`src/rtl/pong_game_ctrl_if.sv`:
```
// Pong sequencer bus: buttons, sync position, engine status in; freeze/overlay state out.
interface pong_game_ctrl_if;
    logic [1:0] btn1;
    logic [1:0] btn2;
    logic [9:0] pix_x;
    logic [9:0] pix_y;
    logic       miss;
    logic       hit_left;
    logic       hit_right;
    logic [7:0] left_score;
    logic [7:0] right_score;
    logic       graph_still;
    logic       game_over;
    logic [1:0] balls_left;
    logic [1:0] text_sel;
    logic [7:0] best_score;

    modport master (
        output btn1, btn2, pix_x, pix_y, miss, hit_left, hit_right, left_score, right_score,
        input  graph_still, game_over, balls_left, text_sel, best_score
    );

    modport slave (
        input  btn1, btn2, pix_x, pix_y, miss, hit_left, hit_right, left_score, right_score,
        output graph_still, game_over, balls_left, text_sel, best_score
    );
endinterface

```
`src/rtl/pong_game_ctrl.sv`:
```
// Pong game sequencer: serve/game-over pauses, ball count, session best score.
// Latency: all state changes one clock after the qualifying input; outputs are Moore.
// No backpressure: inputs are levels/pulses sampled every clock.
module pong_game_ctrl #(
    parameter int BALLS        = 3,
    parameter int TIMER_FRAMES = 120,
    parameter int TW           = 10
) (
    input logic           clk,
    input logic           reset,
    pong_game_ctrl_if.slave bus
);
    localparam logic [1:0] S_IDLE    = 2'b00;
    localparam logic [1:0] S_PLAY    = 2'b01;
    localparam logic [1:0] S_NEWBALL = 2'b10;
    localparam logic [1:0] S_OVER    = 2'b11;

    localparam logic [TW-1:0] TIMER_LOAD = TW'(TIMER_FRAMES);
    localparam logic [1:0]    BALLS_INIT = 2'(BALLS);

    logic [1:0]    state;
    logic [TW-1:0] timer;
    logic [1:0]    balls_left_q;
    logic [7:0]    best_q;
    logic          miss_d;

    logic       refr_tick;
    logic       btn_any;
    logic       miss_pulse;
    logic [7:0] lr_max;
    logic [7:0] best_next;

    // One-clock pulse at the start of vertical blanking marks a frame boundary.
    assign refr_tick  = (bus.pix_y == 10'd481) && (bus.pix_x == 10'd0);
    assign btn_any    = (|bus.btn1) | (|bus.btn2);
    assign miss_pulse = bus.miss & ~miss_d;
    assign lr_max     = (bus.left_score > bus.right_score) ? bus.left_score : bus.right_score;
    assign best_next  = (lr_max > best_q) ? lr_max : best_q;

    always_ff @(posedge clk or posedge reset) begin
        if (reset) begin
            state        <= S_IDLE;
            timer        <= '0;
            balls_left_q <= BALLS_INIT;
            best_q       <= 8'h00;
            miss_d       <= 1'b0;
        end else begin
            miss_d <= bus.miss;
            case (state)
                S_IDLE: begin
                    if (refr_tick && btn_any)
                        state <= S_PLAY;
                end
                S_PLAY: begin
                    best_q <= best_next;
                    // A miss wins over a coincident tick: the pause starts with a full load.
                    if (miss_pulse) begin
                        timer <= TIMER_LOAD;
                        if (balls_left_q > 2'd1) begin
                            balls_left_q <= balls_left_q - 2'd1;
                            state        <= S_NEWBALL;
                        end else begin
                            balls_left_q <= 2'd0;
                            state        <= S_OVER;
                        end
                    end
                end
                S_NEWBALL, S_OVER: begin
                    if (refr_tick) begin
                        if (timer == TW'(1)) begin
                            timer <= '0;
                            if (state == S_OVER) begin
                                state        <= S_IDLE;
                                balls_left_q <= BALLS_INIT;
                            end else begin
                                state <= S_PLAY;
                            end
                        end else begin
                            timer <= timer - TW'(1);
                        end
                    end
                end
                default: state <= S_IDLE;
            endcase
        end
    end

    assign bus.graph_still = (state != S_PLAY);
    assign bus.game_over   = (state == S_OVER);
    assign bus.text_sel    = state;
    assign bus.balls_left  = balls_left_q;
    assign bus.best_score  = best_q;
endmodule
```
`src/flat_wrapper.sv`:
```
// flat-port wrapper written by rule: the top's interface ports become plain ports
module pong_game_ctrl_flat 
#(
    parameter int BALLS        = 3,
    parameter int TIMER_FRAMES = 120,
    parameter int TW           = 10
)
  (clk, reset, bus_btn1, bus_btn2, bus_pix_x, bus_pix_y, bus_miss, bus_hit_left, bus_hit_right, bus_left_score, bus_right_score, bus_graph_still, bus_game_over, bus_balls_left, bus_text_sel, bus_best_score);
  pong_game_ctrl_if bus_i ();
  input logic clk;
  input logic reset;
  input wire logic [$bits(bus_i.btn1)-1:0] bus_btn1;
  input wire logic [$bits(bus_i.btn2)-1:0] bus_btn2;
  input wire logic [$bits(bus_i.pix_x)-1:0] bus_pix_x;
  input wire logic [$bits(bus_i.pix_y)-1:0] bus_pix_y;
  input wire logic [$bits(bus_i.miss)-1:0] bus_miss;
  input wire logic [$bits(bus_i.hit_left)-1:0] bus_hit_left;
  input wire logic [$bits(bus_i.hit_right)-1:0] bus_hit_right;
  input wire logic [$bits(bus_i.left_score)-1:0] bus_left_score;
  input wire logic [$bits(bus_i.right_score)-1:0] bus_right_score;
  output wire logic [$bits(bus_i.graph_still)-1:0] bus_graph_still;
  output wire logic [$bits(bus_i.game_over)-1:0] bus_game_over;
  output wire logic [$bits(bus_i.balls_left)-1:0] bus_balls_left;
  output wire logic [$bits(bus_i.text_sel)-1:0] bus_text_sel;
  output wire logic [$bits(bus_i.best_score)-1:0] bus_best_score;
  assign bus_i.btn1 = bus_btn1;
  assign bus_i.btn2 = bus_btn2;
  assign bus_i.pix_x = bus_pix_x;
  assign bus_i.pix_y = bus_pix_y;
  assign bus_i.miss = bus_miss;
  assign bus_i.hit_left = bus_hit_left;
  assign bus_i.hit_right = bus_hit_right;
  assign bus_i.left_score = bus_left_score;
  assign bus_i.right_score = bus_right_score;
  assign bus_graph_still = bus_i.graph_still;
  assign bus_game_over = bus_i.game_over;
  assign bus_balls_left = bus_i.balls_left;
  assign bus_text_sel = bus_i.text_sel;
  assign bus_best_score = bus_i.best_score;
  pong_game_ctrl #(.BALLS(BALLS), .TIMER_FRAMES(TIMER_FRAMES), .TW(TW)) u_core (.clk(clk), .reset(reset), .bus(bus_i));
endmodule
```
`config.mk`:
```
export PLATFORM = sky130hd
export DESIGN_NAME = pong_game_ctrl_flat
export DESIGN_NICKNAME = d
export VERILOG_FILES = /design/src/rtl/pong_game_ctrl_if.sv /design/src/rtl/pong_game_ctrl.sv /design/src/flat_wrapper.sv
export SDC_FILE = /design/constraint.sdc
export NUM_CORES = 1
export LEC_CHECK = 0
export BUFFER_PORTS_ARGS = -buffer_cell sky130_fd_sc_hd__buf_2
export CAP_MARGIN = 40
export CORE_MARGIN = 5
export CORE_UTILIZATION = 41
export CTS_CLUSTER_DIAMETER = 120
export DETAILED_ROUTE_END_ITERATION = 10
export PLACE_DENSITY = 0.7
export SETUP_SLACK_MARGIN = 0.3
export SYNTH_ARGS = -nofsm -noshare
export SYNTH_HDL_FRONTEND = slang
export SYNTH_SLANG_ARGS = --single-unit
```
`constraint.sdc`:
```
create_clock -name clk -period 1.8 [get_ports clk]
set_input_delay 0.09 -clock clk [delete_from_list [all_inputs] [get_ports clk]]
set_output_delay 0.09 -clock clk [all_outputs]
set_load 0.02 [all_outputs]
```
# After elaboration in Yosys (flattened, before gate mapping)
# Index checks and enable logic that the tools add are counted.
[totals]
regBits = 23
output_inout_bits = 14
wordCells = 54
ram_bits = 0
romBits = 0
in_bits = 45
mem_count = 0
latch_bits = 0
[classes]
n_mux = 18
div_mod_pow = 0
add_sub_neg = 2
reduce_logical = 12
multipliers = 0
n_lt_le_gt_ge = 3
n_eq_ne = 11
shift = 0
n_bitwise = 3
[op_table]
columns = ["cell", "n"]
rows = [
  ["2-to-1 mux 10 bit", 3],
  ["one-hot mux 10 bit (2 select lines)", 1],
  ["2-to-1 mux 2 bit", 9],
  ["greater-than comparator 8 bit", 2],
  ["equality test 10 x 1 -> 1 bit (second input constant)", 1],
  ["equality test 10 x 9 -> 1 bit (second input constant)", 1],
  ["logical NOT 10 bit", 1],
  ["inequality test 2 x 1 -> 1 bit (second input constant)", 5],
  ["subtractor 10 x 1 -> 10 bit (second input constant)", 1],
  ["2-to-1 mux 8 bit", 1],
  ["one-hot mux 2 bit (3 select lines)", 1],
  ["OR reduction 2 bit", 3],
  ["AND reduction 5 bit", 1],
  ["equality test 2 bit (second input constant)", 2],
  ["one-hot mux 2 bit (2 select lines)", 1],
  ["AND reduction 4 bit", 1],
  ["AND reduction 3 bit", 1],
  ["equality test 2 x 1 -> 1 bit (second input constant)", 1],
  ["greater-than comparator 2 x 1 -> 1 bit (second input constant)", 1],
  ["logical AND 1 bit", 2],
  ["logical NOT 2 bit", 1],
  ["2-to-1 mux 1 bit", 2],
  ["inequality test 2 bit (second input constant)", 1],
  ["AND reduction 2 bit", 1],
  ["other kinds (5)", 5],
]

# Logic depth before layout (Yosys ltp)
# Gate-level depths: netlist of the first run.
[logic_depth]
depth_word = 5
depth_mapped = 14
depth_no_buf = 14

# Least setup slack after synthesis of the first run
# Ideal clock, no wire load.
[synth_timing]
path_kind = "input port to flip-flop"
start = "in bus_right_score[1]"
end = "reg u_core.best_q[1], in the netlist u_core.bus.best_score[1]"
stages = 14
t_required_ns = 1.675
arrival_ns = 2.780
path_slack_ns = -1.105
n_path_buf = 0
setup_time_ns = 0.125
cell_sequence = "inv_1 ha_1 nor2b_1 o211ai_1 a21oi_1 o22ai_2 mux2_2 ha_1 nor2b_1 o21a_1 o21a_1 o21ai_0 a21boi_2 mux2_2"
[synth_via]
elab_chain_len = 4
[synth_rtl]
columns = ["element", "line_no", "rtl"]
rows = [
  ["start: declaration", "flat_wrapper.sv:20", "input wire logic [$bits(bus_i.right_score)-1:0] bus_right_score;"],
  ["greater-than comparator 8 bit", "pong_game_ctrl.sv:37", "assign lr_max = (bus.left_score > bus.right_score) ? bus.left_score : bus.right_score;"],
  ["2-to-1 mux 8 bit (*)", "pong_game_ctrl.sv:37", ""],
  ["net u_core.lr_max[1]", "pong_game_ctrl.sv:30", "logic [7:0] lr_max;"],
  ["greater-than comparator 8 bit", "pong_game_ctrl.sv:38", "assign best_next = (lr_max > best_q) ? lr_max : best_q;"],
  ["AND reduction 2 bit (no source line)", "n/a", ""],
  ["end signal: assignment", "pong_game_ctrl.sv:55", "best_q <= best_next;"],
  ["end: declaration", "pong_game_ctrl.sv:24", "logic [7:0] best_q;"],
]
# The timed path passes the listed nets; every way through them passes the cells marked *.
# A chain may end at the register's enable or synchronous reset.

# Worst setup path after layout of the first run
[layout_timing]
start = "in bus_right_score[1]"
end = "reg u_core.best_q[2], in the netlist u_core.bus.best_score[2]"
[layout_via]
elab_chain_len = 4
[layout_rtl]
columns = ["element", "line_no"]
rows = [
  ["greater-than comparator 8 bit", "pong_game_ctrl.sv:37"],
  ["2-to-1 mux 8 bit (*)", "pong_game_ctrl.sv:37"],
  ["net u_core.lr_max[1]", "pong_game_ctrl.sv:30"],
  ["greater-than comparator 8 bit (*)", "pong_game_ctrl.sv:38"],
  ["AND reduction 2 bit (no source line) (*)", "n/a"],
]
# Marks and branches as above.

==> reports/results.env, run 1 <==
RUN_STATUS='complete, but fails checks'
FAILING_CHECKS='negative setup slack'
SEQUENTIAL_CELL_AREA_SQ_UM=583
FLOORPLAN.DIE.HEIGHT_MICRONS=75.3
DRC_VIOLATION_COUNT_AFTER_ROUTING=0
CLOCKROOTBUFFER='clkbuf_8'
FIN_SKEW_PS=8.36
ROUTED_WIRELENGTH_MICRONS=5160
MULTI_INPUT_LOGIC_AREA_SQ_UM=1450
ROUTE.MET2.WL_MICRONS=2720
FLOORPLAN.IO_PINS=59
DETAILEDROUTE.FIRSTPASSITERATIONCOUNT=4
CORE-AREA_SQ_UM=4060
YS_SEQ_AREA_SHARE_PCT=33.0
TIMING.CRITICAL_PATH.TO_TYPE='flip-flop'
SYNTH.AREA.TOP_CELLS='dfrtp_1 (30%), ha_1 (13%), mux2_2 (9.0%), inv_1 (4.5%), dfstp_2 (3.0%)'
POST_DRT_VIA_CELL_RATIO=5.40
PLACE.GP.CONGESTION=0.805
SYNTH_FF_TYPE='dfrtp_1'
TOTAL_POWER_W=0.00123
POST_SYNTH.CELL_AREA_AVG_SQ_UM=9.83
LEAKAGEPOWER_nW=1.41
SYNTH_ENABLE_FLOP_CELLS=0
TRITONCTS='yes'
LAYOUT-AREA-OVERHEAD-VS-SYNTH_PCT=68.4
FLOORPLAN.INITIALDENSITY_PCT=43.1
CLOCKPOWERSHARE_PCT=28.3
TOP_LAYER='met4'
SYN_NETS=241
ROUTEDLENGTHMET1_MICRONS=2080
FINALSETUPVIOLATIONS=8
WORST_HOLD_SLACK_PS=173
FIN_SETUP_TNS_PS=-6670
NETLIST.TOP_CELL.BY_AREA='dfrtp_1'
SEQUENTIALPOWERSHARE_PCT=42.3
SYNTH-WARNING-COUNT=0
FINAL_NETS=347
R2R-START='u_core.bus.best_score[1]'
DPL.HPWL_MICRONS=3510
POWER.IR.VDD_WORST_V=0.000266
CP-STARTPOINT='bus_right_score[1]'
R2R_END='u_core.bus.best_score[2]'
DESIGN.DIE.AREA_SQ_UM=5680
DRTITER0DRC=32
NUMBER_OF_ANTENNA_CELLS_INSERTED=0
FP_ROWS=23
CRITICAL_PATH_CLASS='primary input to flip-flop'
FINAL_WORST_PATH_CYCLE_SHARE_PCT=147
FIN_WS_PS=-853
TOTAL_COUNT_OF_HOLD_CHECK_FAILURES_IN_THE_FINAL_REPORT=0
TIMING.REG2REG.WORST_PATH_DEPTH=9
SYNTH.LIB_CELLS_USED.DISTINCT=51
TIMING_WORST_SLEW_PIN_VALUE_PS=425
CTS_INSERTED_BUFFERS=3
NETSWITCHINGFRACTION_PCT=28.7
DIEWIDTH_MICRONS=75.3
NUMPORTBUFFERS=56
TIMING.MAX_SLEW.REL_SLACK_PCT=71.3
P_SW_W=0.000354
POWER.INTERNAL_W=0.000879
OVERFLOW=0
GRT_FIRST_PASS_WIRELENGTH_MICRONS=7960
ANTENNA_FOUND_INITIAL=0
DRTANTENNAVIOLNETS=0
CTS_NUM_SINKS=23
DRIVE_ABOVE_1_SHARE_PCT=65.4
MET3_WIRELENGTH_MICRONS=309
SYNTH.FF_LATCH_COUNT=23
SYNTH_TOP_CELL_AREA_SHARE_PCT=30.0
CTSLONGESTPATHBUFFERS=2
CTS.REPORTEDPATHS.CLKPINSLEW_PS=90
LAYOUT.FILLER_CELLS=273
TRACK_USAGE_PCT=18.1
HTREE_NUM_LEVELS=1
POST_SYNTH_MOST_FREQUENT_CELLS='dfrtp_1 (21), inv_1 (21), ha_1 (18)'
SYNTH.CELL_AREA_SQ_UM=1750
FINAL_CORE_UTIL_PCT=72.6
HOLDCRITPATHCLASS='primary input to flip-flop'
FMAX_MHz=377
ARRIVAL_PS=2820
GRT_MAX_DEGREE=24
POWER_FRAC_COMB_PCT=29.4
POWER_DENSITY_nW_PER_UM2=418
MAX-CAP-VIOLATIONS=0
WORST_SETUP_PATH_ENDPOINT='u_core.bus.best_score[2]'
ASYNC_RESET_FF_SHARE_PCT=100
SLEW_LIMIT_FAILS=0
WL_PER_CELL_MICRONS=15.5
CRITICAL_PATH_REQUIRED_PS=1960
GRT_PASS1_VIAS=1846
NUM_VIAS=1798
WORST_SETUP_PATH_START_KIND='primary input'
WORST_SKEW_PAIR.LATE_LATENCY_PS=280
WORST-R2R-SETUP-SLACK_PS=-210
RSZ0062_AT_GRT='yes'
POST-ROUTE-MIN-PERIOD_PS=2650
POST_SYNTH_INST_COUNT=178
WORST-PATH-MAX-FANOUT=4
## layout by cell type, fill, tap and decap left out, types with 4 or more instances in the layout
master | synthesis | final
dfrtp_1 | 21 | 17
a21oi_2 | 1 | 5
inv_2 | 0 | 4
buf_2 | 1 | 53
nand2_1 | 8 | 4
dfrtp_2 | 0 | 4
buf_4 | 1 | 36
o21ai_1 | 6 | 4
nor2_1 | 8 | 6
ha_4 | 0 | 9
buf_6 | 0 | 10
mux2_4 | 0 | 13
ha_1 | 18 | 8
o21ai_2 | 0 | 7
inv_1 | 21 | 16
## power groups by stage
stage,Combinational [W],Clock (W),Sequential [W]
final,0.000362,0.000349,0.000521
after global routing,0.000397,0.000369,0.000521
after CTS,0.000344,0.000356,0.000521
after detailed placement,0.000278,0,0.000531
after global placement,0.000275,0,0.000531
after floorplan,0.000149,0,0.000532
## flip-flops by register name, summed over array words and instances (netlist names)
register	flops
u_core.bus.best_score	8
u_core.miss_d	1
u_core.timer	10
u_core.bus.text_sel	2
u_core.bus.balls_left	2
## worst min-delay path by stage
stage                       from                  endpoint  slack (ps)  cells past startpoint
2_1_floorplan              reset  u_core.bus.best_score[0]          90                      1
3_3_place_gp               reset  u_core.bus.best_score[0]         150                      3
3_5_place_dp               reset           u_core.timer[9]         150                      3
4_1_cts        bus_left_score[0]  u_core.bus.best_score[0]         180                      3
5_1_grt        bus_left_score[0]  u_core.bus.best_score[0]         190                      3
6_report       bus_left_score[0]  u_core.bus.best_score[0]         170                      3
## what timing repair did
action,CTS,global route
hold endpoints to repair,22,0
hold buffers,2,0
endpoints found under the setup margin,22,22
gates cloned,0,0
pin swaps,20,20
gates resized for setup,37,29
setup buffers,10,9
## kinds of logic after synthesis
kind of cell               after synthesis  synth area share, %
xor gates and xnor gates                 2                 1.00
buffers and inverters                   24                 6.00
DFF                                     23                 33.0
AOI/OAI and AO/OA                       42                 16.9
adders and majority gates               18                 12.9
muxes                                   18                 11.3
and+or+nand+nor                         51                 18.9
## area by class of cell
| type | instances | share of cell area, % |
|---|---|---|
| clock buffer | 3 | 1.40 |
| clock inverter | 1 | 0.255 |
| inverter | 21 | 2.76 |
| multi-input combinational | 131 | 49.2 |
| sequential | 23 | 19.8 |
| tap | 50 | 2.12 |
| timing repair buffer | 104 | 24.5 |
## critical path, cell delays in order
cell,delay [ps]
buf_8,100
inv_4,40
ha_4,190
nor2b_1,120
o211ai_1,200
a21oi_2,100
o22ai_4,200
mux2_4,360
ha_4,220
nor2b_4,110
o21a_1,160
o21a_1,190
o21ai_2,200
a21boi_4,100
buf_6,150
mux2_4,290
## stage by stage
stage / setup WS (ps) / std cells / area (sq um)
after floorplan: -958 / 178 / 1900
after global placement: -1260 / 308 / 2420
after detailed placement: -1300 / 308 / 2420
after CTS: -761 / 324 / 2740
after global routing: -931 / 333 / 2950
final: -853 / 333 / 2950
## per-layer routing
metal  vias up  track usage (%)
met3         5             2.37
li1        867                -
met4         0             5.24
met5         -                0
met1       874             21.2
met2        52             34.3
No activity file was read; power rests on OpenSTA's default activity.
==> run 2, diff against run 1 <==
==> constraint.sdc (replaced) <==
create_clock -name clk -period 1.8 [get_ports clk]
set_input_delay 0.18 -clock clk [delete_from_list [all_inputs] [get_ports clk]]
set_output_delay 0.18 -clock clk [all_outputs]
set_load 0.02 [all_outputs]
==> run 2 against run 1 <==
  * The run still ends with negative setup slack left
  * Register-to-register slack better by 20 ps
  * Setup slack worse by 96 ps
  * Clock skew is 6.6 ps lower
  * Core utilization is 0.34 points lower
  * Clock power is 2% lower
  * Total power is 0.14% lower
  * Via count is 0.89% higher
  * Wire length is 5.8% higher
  * Die area stayed put
  * Design area is 0.47% lower
  * Largest cell class unchanged
==> reports/results.env, run 2 (synthesis results as in run 1) <==
RUN_STATUS='complete, but fails checks'
FAILING_CHECKS='negative setup slack'
FINAL_DESIGN_AREA_NO_FILL_SQ_UM=2930
ARRIVAL_PS=2910
ANTENNA_FOUND_INITIAL=0
MAX-CAP-VIOLATIONS=0
WORST_SKEW_PAIR.LATE_LATENCY_PS=270
NUMBER_OF_ANTENNA_CELLS_INSERTED=0
TRITONCTS='yes'
GRT_FIRST_PASS_WIRELENGTH_MICRONS=8800
PLACE.GP.CONGESTION=0.786
R2R-START='u_core.bus.best_score[1]'
TIMING.MAX_SLEW.REL_SLACK_PCT=71.5
CORE-AREA_SQ_UM=4060
POST_PLACEMENT_CELL_AREA_SQ_UM=2440
FINALSETUPVIOLATIONS=8
FP_ROWS=23
FINAL_WORST_PATH_CYCLE_SHARE_PCT=153
HTREE_NUM_LEVELS=1
DRIVE_ABOVE_1_SHARE_PCT=64.8
GRT_PASS1_VIAS=1996
SLEW_LIMIT_FAILS=0
TOTAL_COUNT_OF_HOLD_CHECK_FAILURES_IN_THE_FINAL_REPORT=0
WORST_SETUP_PATH_START_KIND='primary input'
POWER_DENSITY_nW_PER_UM2=420
TIMING_WORST_SLEW_PIN_VALUE_PS=422
LAYOUT-AREA-OVERHEAD-VS-SYNTH_PCT=67.6
WORST-PATH-MAX-FANOUT=5
LAYOUT_COMMON_CELLS='buf_2 (53), buf_4 (37), dfrtp_1 (18)'
FLIP_FLOP_COUNT_OF_THE_LARGEST_REGISTER_ALL_COPIES_AND_WORDS_ADDED=10
FLOORPLAN.DIE.HEIGHT_MICRONS=75.3
ROUTED_WIRELENGTH_MICRONS=5460
LAYOUT.CELLS.MOST_COMMON='buf_2'
LEAKAGEPOWER_nW=1.42
CRITICAL_PATH_CLASS='primary input to flip-flop'
CRITICAL_PATH_REQUIRED_PS=1960
DETAILEDROUTE.FIRSTPASSITERATIONCOUNT=4
TIMING.CRITICAL_PATH.TO_TYPE='flip-flop'
TIMING.REG2REG.WORST_PATH_DEPTH=9
FLOORPLAN.IO_PINS=59
DIEWIDTH_MICRONS=75.3
WORST_HOLD_SLACK_PS=19.3
FMAX_MHz=364
FLOORPLAN.INITIALDENSITY_PCT=43.1
FIN_SETUP_TNS_PS=-7480
LARGEST-REGISTER='u_core.timer'
RSZ0062_AT_GRT='yes'
OVERFLOW=0
POST-ROUTE-MIN-PERIOD_PS=2750
NUMPORTBUFFERS=56
POST_DRT_VIA_CELL_RATIO=5.43
CTS_INSERTED_BUFFERS=3
DRTANTENNAVIOLNETS=0
DPL.HPWL_MICRONS=3690
CTSLONGESTPATHBUFFERS=2
DESIGN.DIE.AREA_SQ_UM=5680
PLACED_CELLS_INCL_TAPS=310
FINAL_NETS=348
GRT_MAX_DEGREE=14
HOLD_DEPTH=1
HOLDCRITPATHCLASS='primary input to flip-flop'
FIN_WS_PS=-949
FINAL-INSTANCE-COUNT-EXCL-FILL=334
TRACK_USAGE_PCT=20.1
DRTITER0DRC=58
WL_PER_CELL_MICRONS=16.4
CP-STARTPOINT='bus_right_score[1]'
CLOCKROOTBUFFER='clkbuf_8'
FIN_SKEW_PS=1.76
DRC_VIOLATION_COUNT_AFTER_ROUTING=0
CTS_NUM_SINKS=23
CTS.REPORTEDPATHS.CLKPINSLEW_PS=90
NUM_VIAS=1814
TIMING.HOLD.WORST.START='bus_miss'
POWER.IR.VDD_WORST_V=0.000293
-- run 2: changes by cell type in the layout (fill, tap and decap cells not counted), sizes merged --
cell,delta
buf,+1
clkinvlp,-1
clkinv,+1
and4b,+1
dlygate4sd3,-1
-- run 2: cell type report --
class | count | area, sq um
clock buffers | 3 | 41.3
clock inverters | 1 | 5.00
fillers | 267 | 1120
multi-input cells | 132 | 1450
repair buffers | 104 | 708
flip-flops and latches | 23 | 582
inverters | 21 | 81.3
well taps | 50 | 62.6
-- run 2: layer usage --
| metal | share of wire [%] | vias up | track usage (%) |
|---|---|---|---|
| met2 | 52 | 61 | 39.4 |
| met3 | 6.1 | 10 | 2.77 |
| met4 | 2.1 | 0 | 7.77 |
| li1 | - | 866 | - |
| met1 | 40 | 877 | 21.3 |
| met5 | 0 | - | 0 |
-- run 2: timing repair --
| item | 4_1_cts | 5_1_grt |
|---|---|---|
| hold buffers | 1 | 0 |
| buffers inserted | 14 | 4 |
| setup endpoints to repair | 23 | 23 |
| endpoints found under the hold margin | 6 | 0 |
| resized for setup | 47 | 17 |
| gates cloned | 1 | 0 |
| pin swaps | 29 | 17 |
-- run 2: worst paths after layout --
check / slack, ps / endpoint
worst min-delay path: 20 / u_core.miss_d
max in group asynchronous: 890 / u_core.bus.balls_left[0]
worst min register to register: 510 / u_core.bus.balls_left[1]
worst max register to register: -190 / u_core.bus.best_score[2]
worst max-delay path: -950 / u_core.bus.best_score[2]
min in group asynchronous: 390 / u_core.timer[6]
-- run 2: worst max-delay path, stage by stage --
cell and delay, ps:
buf_6 100, inv_4 50, ha_4 190, nor2b_4 110, o211ai_1 230, a21oi_2 110, o22ai_4 200, mux2_4 350
ha_4 220, nor2b_4 110, o21a_1 160, o21a_1 170, o21ai_2 180, a21boi_4 90, buf_6 150, mux2_4 290
-- run 2: per-stage QoR --
step	utilization, %	power (W)	setup WS (ps)
2_1_floorplan	-	0.000681	-1050
3_3_place_gp	60.1	0.000808	-1360
3_5_place_dp	60.1	0.000815	-1430
4_1_cts	69.9	0.00121	-880
5_1_grt	72.3	0.00129	-1060
6_report	72.3	0.00123	-949
-- run 2: where the power goes --
group          total (W)  internal [W]  switching, W
clock           0.000342      0.000155      0.000187
combinational   0.000368      0.000206      0.000163
sequential      0.000521      0.000519    0.00000162
